<file path="src/rtl/usb_in_packetizer_if.sv">
// Bundle of the token/handshake decoder, EP0 IN byte stream and byte transmitter signals.
// slave: the packetizer's view; master: the environment that feeds and drains it.
// clk/rst are carried as plain ports alongside this interface.
interface usb_in_packetizer_if;
  // token decoder
  logic       token_vld;
  logic [3:0] token_pid;
  logic [6:0] token_addr;
  logic [3:0] token_ep;
  // handshake decoder
  logic       hs_vld;
  logic [3:0] hs_pid;
  // control handler status
  logic [6:0] dev_addr;
  logic       stall;
  logic       in_seq;
  logic [7:0] in_dat;
  logic       in_rdy;
  logic       in_zlp;
  logic       in_iso;
  logic       in_wait_req;
  logic       in_ack;
  logic       error;
  // byte transmitter
  logic [7:0] tx_dat;
  logic       tx_vld;
  logic       tx_sop;
  logic       tx_eop;
  logic       tx_rdy;

  modport slave (
    input  token_vld, token_pid, token_addr, token_ep,
    input  hs_vld, hs_pid,
    input  dev_addr, stall, in_seq, in_dat, in_rdy, in_zlp, in_iso,
    output in_wait_req, in_ack, error,
    output tx_dat, tx_vld, tx_sop, tx_eop,
    input  tx_rdy
  );

  modport master (
    output token_vld, token_pid, token_addr, token_ep,
    output hs_vld, hs_pid,
    output dev_addr, stall, in_seq, in_dat, in_rdy, in_zlp, in_iso,
    input  in_wait_req, in_ack, error,
    input  tx_dat, tx_vld, tx_sop, tx_eop,
    output tx_rdy
  );
endinterface

</file>
<file path="src/rtl/usb_in_packetizer.sv">
// Purpose: answers EP0 IN tokens with DATA0/1 + CRC16 (payload pulled from the control handler), NAK or STALL, then waits for the host ACK.
// Latency: PID/handshake byte is presented the cycle after a matching token; each payload byte costs one fetch cycle plus its transmit cycle(s).
// Backpressure: every Tx byte is held stable until tx_rdy; payload bytes are pulled only in FETCH, one per in_wait_req low cycle.
module usb_in_packetizer #(
  parameter int MAX_PACKET  = 64,
  parameter int ACK_TIMEOUT = 1000
) (
  input logic              clk_i,
  input logic              rst_i,
  usb_in_packetizer_if.slave bus
);

  localparam int CW = $clog2(MAX_PACKET + 1);
  localparam int TW = $clog2(ACK_TIMEOUT + 1);
  localparam logic [CW-1:0] MAX_CNT = CW'(MAX_PACKET);
  localparam logic [TW-1:0] TMO_CNT = TW'(ACK_TIMEOUT);

  localparam logic [3:0] PID_IN    = 4'b1001;
  localparam logic [3:0] PID_ACK   = 4'b0010;
  localparam logic [7:0] BYTE_DATA0 = 8'hC3;
  localparam logic [7:0] BYTE_DATA1 = 8'h4B;
  localparam logic [7:0] BYTE_NAK   = 8'h5A;
  localparam logic [7:0] BYTE_STALL = 8'h1E;

  typedef enum logic [2:0] {
    S_IDLE,
    S_PID,
    S_FETCH,
    S_DATA,
    S_CRC0,
    S_CRC1,
    S_HS,
    S_WAIT_ACK
  } state_t;

  state_t        state_q, state_d;
  logic [7:0]    byte_q, byte_d;     // PID, handshake or payload byte on the wire
  logic [15:0]   crc_q, crc_d;       // running CRC16, uncomplemented
  logic [CW-1:0] cnt_q, cnt_d;       // payload bytes sent in this packet
  logic [TW-1:0] timer_q, timer_d;   // cycles spent waiting for the host handshake
  logic          in_ack_q, in_ack_d;
  logic          error_q, error_d;

  logic          token_match;
  logic          tx_fire;
  logic [CW-1:0] cnt_inc;

  // USB CRC16 over one byte, bits taken LSB first (reflected form of 0x8005).
  function automatic logic [15:0] crc16_byte(input logic [15:0] crc, input logic [7:0] dat);
    logic [15:0] c;
    c = crc;
    for (int i = 0; i < 8; i++) begin
      if (c[0] ^ dat[i]) c = (c >> 1) ^ 16'hA001;
      else               c = c >> 1;
    end
    return c;
  endfunction

  assign token_match = bus.token_vld && (bus.token_pid == PID_IN) &&
                       (bus.token_addr == bus.dev_addr) && (bus.token_ep == 4'd0);
  assign tx_fire     = bus.tx_vld && bus.tx_rdy;
  assign cnt_inc     = cnt_q + CW'(1);

  // Transmit and upstream outputs decode from registered state only, so reset clears them at once.
  always_comb begin
    bus.tx_vld      = 1'b0;
    bus.tx_sop      = 1'b0;
    bus.tx_eop      = 1'b0;
    bus.tx_dat      = 8'h00;
    bus.in_wait_req = 1'b1;
    bus.in_ack      = in_ack_q;
    bus.error       = error_q;
    case (state_q)
      S_PID: begin
        bus.tx_vld = 1'b1;
        bus.tx_sop = 1'b1;
        bus.tx_dat = byte_q;
      end
      S_FETCH: begin
        bus.in_wait_req = ~bus.in_rdy;
      end
      S_DATA: begin
        bus.tx_vld = 1'b1;
        bus.tx_dat = byte_q;
      end
      S_CRC0: begin
        bus.tx_vld = 1'b1;
        bus.tx_dat = ~crc_q[7:0];
      end
      S_CRC1: begin
        bus.tx_vld = 1'b1;
        bus.tx_eop = 1'b1;
        bus.tx_dat = ~crc_q[15:8];
      end
      S_HS: begin
        bus.tx_vld = 1'b1;
        bus.tx_sop = 1'b1;
        bus.tx_eop = 1'b1;
        bus.tx_dat = byte_q;
      end
      default: ;
    endcase
  end

  // Next-state logic: packet sequencing, payload fetch, CRC accumulation and handshake wait.
  always_comb begin
    state_d  = state_q;
    byte_d   = byte_q;
    crc_d    = crc_q;
    cnt_d    = cnt_q;
    timer_d  = timer_q;
    in_ack_d = 1'b0;
    error_d  = 1'b0;
    case (state_q)
      S_IDLE: begin
        if (token_match) begin
          if (bus.stall) begin
            byte_d  = BYTE_STALL;
            state_d = S_HS;
          end else if (!bus.in_rdy && !bus.in_zlp) begin
            byte_d  = BYTE_NAK;
            state_d = S_HS;
          end else begin
            byte_d  = bus.in_seq ? BYTE_DATA1 : BYTE_DATA0;
            state_d = S_PID;
          end
        end
      end
      S_PID: begin
        if (tx_fire) begin
          cnt_d   = '0;
          crc_d   = 16'hFFFF;
          state_d = bus.in_zlp ? S_CRC0 : S_FETCH;
        end
      end
      S_FETCH: begin
        // an empty stream after at least one byte marks the end of a short packet
        if (bus.in_rdy) begin
          byte_d  = bus.in_dat;
          state_d = S_DATA;
        end else if (cnt_q != '0) begin
          state_d = S_CRC0;
        end
      end
      S_DATA: begin
        if (tx_fire) begin
          crc_d   = crc16_byte(crc_q, byte_q);
          cnt_d   = cnt_inc;
          state_d = (cnt_inc == MAX_CNT) ? S_CRC0 : S_FETCH;
        end
      end
      S_CRC0: begin
        if (tx_fire) state_d = S_CRC1;
      end
      S_CRC1: begin
        if (tx_fire) begin
          if (bus.in_iso) begin
            in_ack_d = 1'b1;
            state_d  = S_IDLE;
          end else begin
            timer_d = '0;
            state_d = S_WAIT_ACK;
          end
        end
      end
      S_HS: begin
        if (tx_fire) state_d = S_IDLE;
      end
      S_WAIT_ACK: begin
        // any other bus traffic means the host did not take this packet; it will retry
        if (bus.hs_vld && (bus.hs_pid == PID_ACK)) begin
          in_ack_d = 1'b1;
          state_d  = S_IDLE;
        end else if (bus.hs_vld || bus.token_vld || (timer_q == TMO_CNT)) begin
          error_d = 1'b1;
          state_d = S_IDLE;
        end else begin
          timer_d = timer_q + TW'(1);
        end
      end
      default: state_d = S_IDLE;
    endcase
  end

  // State and datapath registers.
  always_ff @(posedge clk_i or posedge rst_i) begin
    if (rst_i) begin
      state_q  <= S_IDLE;
      byte_q   <= 8'h00;
      crc_q    <= 16'hFFFF;
      cnt_q    <= '0;
      timer_q  <= '0;
      in_ack_q <= 1'b0;
      error_q  <= 1'b0;
    end else begin
      state_q  <= state_d;
      byte_q   <= byte_d;
      crc_q    <= crc_d;
      cnt_q    <= cnt_d;
      timer_q  <= timer_d;
      in_ack_q <= in_ack_d;
      error_q  <= error_d;
    end
  end

endmodule

</file>
<file path="src/flat_wrapper.sv">
// flat-port wrapper written by rule: the top's interface ports become plain ports
module usb_in_packetizer_flat 
#(
  parameter int MAX_PACKET  = 64,
  parameter int ACK_TIMEOUT = 1000
)
  (clk_i, rst_i, bus_token_vld, bus_token_pid, bus_token_addr, bus_token_ep, bus_hs_vld, bus_hs_pid, bus_dev_addr, bus_stall, bus_in_seq, bus_in_dat, bus_in_rdy, bus_in_zlp, bus_in_iso, bus_in_wait_req, bus_in_ack, bus_error, bus_tx_dat, bus_tx_vld, bus_tx_sop, bus_tx_eop, bus_tx_rdy);
  usb_in_packetizer_if bus_i ();
  input logic clk_i;
  input logic rst_i;
  input wire logic [$bits(bus_i.token_vld)-1:0] bus_token_vld;
  input wire logic [$bits(bus_i.token_pid)-1:0] bus_token_pid;
  input wire logic [$bits(bus_i.token_addr)-1:0] bus_token_addr;
  input wire logic [$bits(bus_i.token_ep)-1:0] bus_token_ep;
  input wire logic [$bits(bus_i.hs_vld)-1:0] bus_hs_vld;
  input wire logic [$bits(bus_i.hs_pid)-1:0] bus_hs_pid;
  input wire logic [$bits(bus_i.dev_addr)-1:0] bus_dev_addr;
  input wire logic [$bits(bus_i.stall)-1:0] bus_stall;
  input wire logic [$bits(bus_i.in_seq)-1:0] bus_in_seq;
  input wire logic [$bits(bus_i.in_dat)-1:0] bus_in_dat;
  input wire logic [$bits(bus_i.in_rdy)-1:0] bus_in_rdy;
  input wire logic [$bits(bus_i.in_zlp)-1:0] bus_in_zlp;
  input wire logic [$bits(bus_i.in_iso)-1:0] bus_in_iso;
  output wire logic [$bits(bus_i.in_wait_req)-1:0] bus_in_wait_req;
  output wire logic [$bits(bus_i.in_ack)-1:0] bus_in_ack;
  output wire logic [$bits(bus_i.error)-1:0] bus_error;
  output wire logic [$bits(bus_i.tx_dat)-1:0] bus_tx_dat;
  output wire logic [$bits(bus_i.tx_vld)-1:0] bus_tx_vld;
  output wire logic [$bits(bus_i.tx_sop)-1:0] bus_tx_sop;
  output wire logic [$bits(bus_i.tx_eop)-1:0] bus_tx_eop;
  input wire logic [$bits(bus_i.tx_rdy)-1:0] bus_tx_rdy;
  assign bus_i.token_vld = bus_token_vld;
  assign bus_i.token_pid = bus_token_pid;
  assign bus_i.token_addr = bus_token_addr;
  assign bus_i.token_ep = bus_token_ep;
  assign bus_i.hs_vld = bus_hs_vld;
  assign bus_i.hs_pid = bus_hs_pid;
  assign bus_i.dev_addr = bus_dev_addr;
  assign bus_i.stall = bus_stall;
  assign bus_i.in_seq = bus_in_seq;
  assign bus_i.in_dat = bus_in_dat;
  assign bus_i.in_rdy = bus_in_rdy;
  assign bus_i.in_zlp = bus_in_zlp;
  assign bus_i.in_iso = bus_in_iso;
  assign bus_in_wait_req = bus_i.in_wait_req;
  assign bus_in_ack = bus_i.in_ack;
  assign bus_error = bus_i.error;
  assign bus_tx_dat = bus_i.tx_dat;
  assign bus_tx_vld = bus_i.tx_vld;
  assign bus_tx_sop = bus_i.tx_sop;
  assign bus_tx_eop = bus_i.tx_eop;
  assign bus_i.tx_rdy = bus_tx_rdy;
  usb_in_packetizer #(.MAX_PACKET(MAX_PACKET), .ACK_TIMEOUT(ACK_TIMEOUT)) u_core (.clk_i(clk_i), .rst_i(rst_i), .bus(bus_i));
endmodule
</file>
<file path="config.mk">
export PLATFORM = sky130hd
export DESIGN_NAME = usb_in_packetizer_flat
export DESIGN_NICKNAME = d
export VERILOG_FILES = /design/src/rtl/usb_in_packetizer_if.sv /design/src/rtl/usb_in_packetizer.sv /design/src/flat_wrapper.sv
export SDC_FILE = /design/constraint.sdc
export NUM_CORES = 1
export LEC_CHECK = 0
export CAP_MARGIN = 20
export CORE_ASPECT_RATIO = 1.1
export CORE_MARGIN = 4
export CORE_UTILIZATION = 41
export DETAILED_ROUTE_END_ITERATION = 16
export PLACE_DENSITY = 0.66
export SETUP_SLACK_MARGIN = 0.5
export SYNTH_ARGS = -nofsm -noshare
export SYNTH_HDL_FRONTEND = slang
export SYNTH_SLANG_ARGS = --single-unit
export TNS_END_PERCENT = 10
</file>
<file path="constraint.sdc">
create_clock -name clk_i -period 4.6 [get_ports clk_i]
set_input_delay 0.92 -clock clk_i [delete_from_list [all_inputs] [get_ports clk_i]]
set_output_delay 0.92 -clock clk_i [all_outputs]
set_load 0.01 [all_outputs]
</file>
==> out/qor.txt <==
GRT overflow -> 0
Hold Path Depth -> 2
via density per instance -> 5.47
Yosys top cell by area -> dfrtp_1
Remaining DRCs -> 0
Post-CTS Setup Bufs -> 0
Reg2Reg Depth -> 6
Primary FF master, synth -> dfrtp_1
critical path class -> flip-flop to primary output
die width -> 89.4 microns
CP max-delay cell -> dfrtp_1
Final Util -> 0.530
crit path time final -> 3.52 ns
CTS resizes -> 0
Core Rows -> 32
post-route setup slack -> 1.08 ns
Post-Synthesis Cell Area -> 2990 sq um
RSZ-0062 raised after global routing -> false
die height -> 97.6 microns
Final HPWL DP -> 5480 microns
placed cell area -> 3630 sq um
sequential area share after synthesis -> 0.391
Setup TNS -> 0 ns
Pre-Repair DR Iteration Count -> 4
Clock Latency Late Sink -> 0.30 ns
Cells after Synth -> 342
CP Max Fanout -> 23
share of the synthesized area in the top cell type -> 0.251
hold slack -> 0.495 ns
fin crit share -> 0.764
CTS tree -> built
initial core utilization -> 0.425
All-Layer GR Usage -> 0.178
P per Cell Area -> 658 nW/um^2
Synth cell types -> 55
max_cap viols -> 0
Warnings, synthesis -> 0
worst vdd ir -> 0.504 mV
CP endpoint kind -> primary output
Worst Hold Path EP -> u_core.crc_q[5]
Final Hold Fails -> 0
final instance area -> 3740 sq um
Routed WL -> 7460 microns
clock-pin slew on the worst setup and hold paths -> 0.09 ns
Hold Buf Count CTS -> 0
HP Start -> u_core.crc_q[13]
Final ANT Viol Nets -> 0
Core Footprint -> 7050 sq um
io pins -> 58
via count of the first global-routing pass -> 2,570
Via Count -> 2,621
pre-CTS setup slack -> 1.45 ns
Worst Max-Slew Pin Slew -> 0.880 ns
Syn-to-layout area delta -> 24.9%
share of cells above drive strength 1 -> 0.104
r2r setup slk -> 2.04 ns
Max clock buf depth -> 2
Crit path required time -> 3.68 ns
CP Cell Sequence -> nand2b_1 > o22ai_1 > nand2_1 > o21ai_0 > clkdlybuf4s50_1
first-pass GRT wire length -> 12,400 microns
Die Area -> 8730 sq um
Mapped Nets -> 390
pins over their slew limit -> 0
number of synthesized register bits -> 46
H-tree lvl count -> 2
worst r2r src -> u_core.state_q[1]
critical path data arrival time -> 2.60 ns
LEAKAGE -> 0.00156 uW
status -> finished clean
nets -> 441
startpoint types -> flip-flop
largest net degree at the start of global routing -> 47
final setup fails -> 0
Rel. slew slack -> 0.409
violation count after the first detailed-routing iteration -> 144
Hold WC Path Type -> flip-flop to flip-flop
clk_skew -> 0.00793 ns
Final Wtd Congestion -> 0.859
CTS buffer count -> 5
syn_area_per_cell -> 8.75 sq um
Synth area leaders -> dfrtp_1 25%, dfstp_2 14%, xnor2_1 6.1%
CP peak stage delay -> 0.82 ns
Crit Reg-Reg Endpoint -> u_core.state_q[2]
CTS Sinks -> 46
root buf cell -> clkbuf_8
Synth async-reset ratio -> 1.00
WL/cell -> 15.6 microns
# diodes -> 0
number of flops mapped to enable cells by yosys -> 0
fmax -> 284 MHz
buffers added on ports -> 57
initial antenna violation count -> 0
-- per-layer routing --
| metal | global-route usage | vias up | share of wire |
|---|---|---|---|
| met5 | 0 | - | 0 |
| met4 | 0.0401 | 0 | 0.013 |
| met3 | 0.0348 | 9 | 0.075 |
| li1 | - | 1298 | - |
| met2 | 0.289 | 80 | 0.47 |
| met1 | 0.241 | 1234 | 0.44 |
-- cell usage in the layout, fill, tap and decap left out, drive strengths merged, types with 5 or more instances in the layout --
| cell type | n |
|---|---|
| nor3 | 10 |
| a31oi | 10 |
| o22ai | 10 |
| nand3 | 9 |
| clkbuf | 5 |
| dfrtp | 30 |
| mux2i | 8 |
| nand2 | 30 |
| xnor2 | 23 |
| a21oi | 18 |
| a22o | 5 |
| nand2b | 7 |
| inv | 20 |
| o21ai | 22 |
| xor2 | 12 |
| nor2 | 46 |
| dfstp | 16 |
| clkdlybuf4s50 | 57 |
| nand4 | 5 |
-- metrics by stage --
stage | power [uW] | instances
finish | 2460 | 479
global route | 2680 | 479
CTS | 2480 | 479
detailed placement | 2170 | 471
global placement | 2140 | 471
floorplan | 1780 | 342
-- how the worst max path moves through the flow --
stage,to,depth (start not counted),from
3_5_place_dp,bus_tx_dat[2],5,u_core.state_q[2]
3_3_place_gp,bus_tx_dat[2],5,u_core.state_q[2]
4_1_cts,bus_tx_dat[3],5,u_core.state_q[2]
2_1_floorplan,u_core.byte_q[5],6,bus_token_pid[2]
6_report,bus_tx_dat[3],5,u_core.state_q[2]
5_1_grt,bus_tx_dat[6],5,u_core.state_q[2]
-- synthesized netlist by cell type (3+ instances only) --
library cell	instances
a22o_1	5
clkbuf_1	12
inv_1	21
xor2_1	9
xnor2_1	21
dfrtp_1	30
nor2_1	46
mux2i_1	8
xor2_2	3
o21ai_1	5
nand3_1	9
o22ai_1	10
dfstp_2	16
nor4b_1	3
nand4_1	5
o21ai_0	16
nand2b_1	7
a21oi_1	18
buf_2	3
ha_1	4
a31oi_1	10
or3_1	3
nand2_1	29
nor3_1	9
o22a_1	3
-- cell families after synthesis --
logic type	after synthesis	share of synthesized area
compound gates	86	0.190
xor+xnor	36	0.123
fa+ha+maj	4	0.0167
buf+inv	37	0.0477
flops	46	0.391
mux	10	0.0343
simple gates	123	0.197
-- flip-flops by register name, indices dropped and copies added (netlist names) --
signal	cells
u_core.state_q	3
u_core.crc_q	16
u_core.bus.in_ack	1
u_core.byte_q	8
u_core.cnt_q	7
u_core.timer_q	10
u_core.bus.error	1
-- power breakdown --
part           internal [uW]  total [uW]  switching, uW
registers                580         792            213
logic                    696        1370            670
clock network            160         302            142
-- layout make-up --
class                           count  area [sq um]
Clock inverter                      3          40.0
Multi-Input combinational cell    259          1680
Fill cell                         686          3310
Sequential cell                    46          1170
Clock buffer                        5          68.8
Inverter                           21          78.8
Tap cell                           85           106
Timing Repair Buffer               60           593
-- critical path: cells and delay by family, from the launching register on --
kind	cells	cell delay, ns
DFF	1	0.82
buffers and inverters	1	0.57
and+or+nand+nor	2	0.53
AOI/OAI and AO/OA	2	0.37
Power figures use the tool's default switching activity.
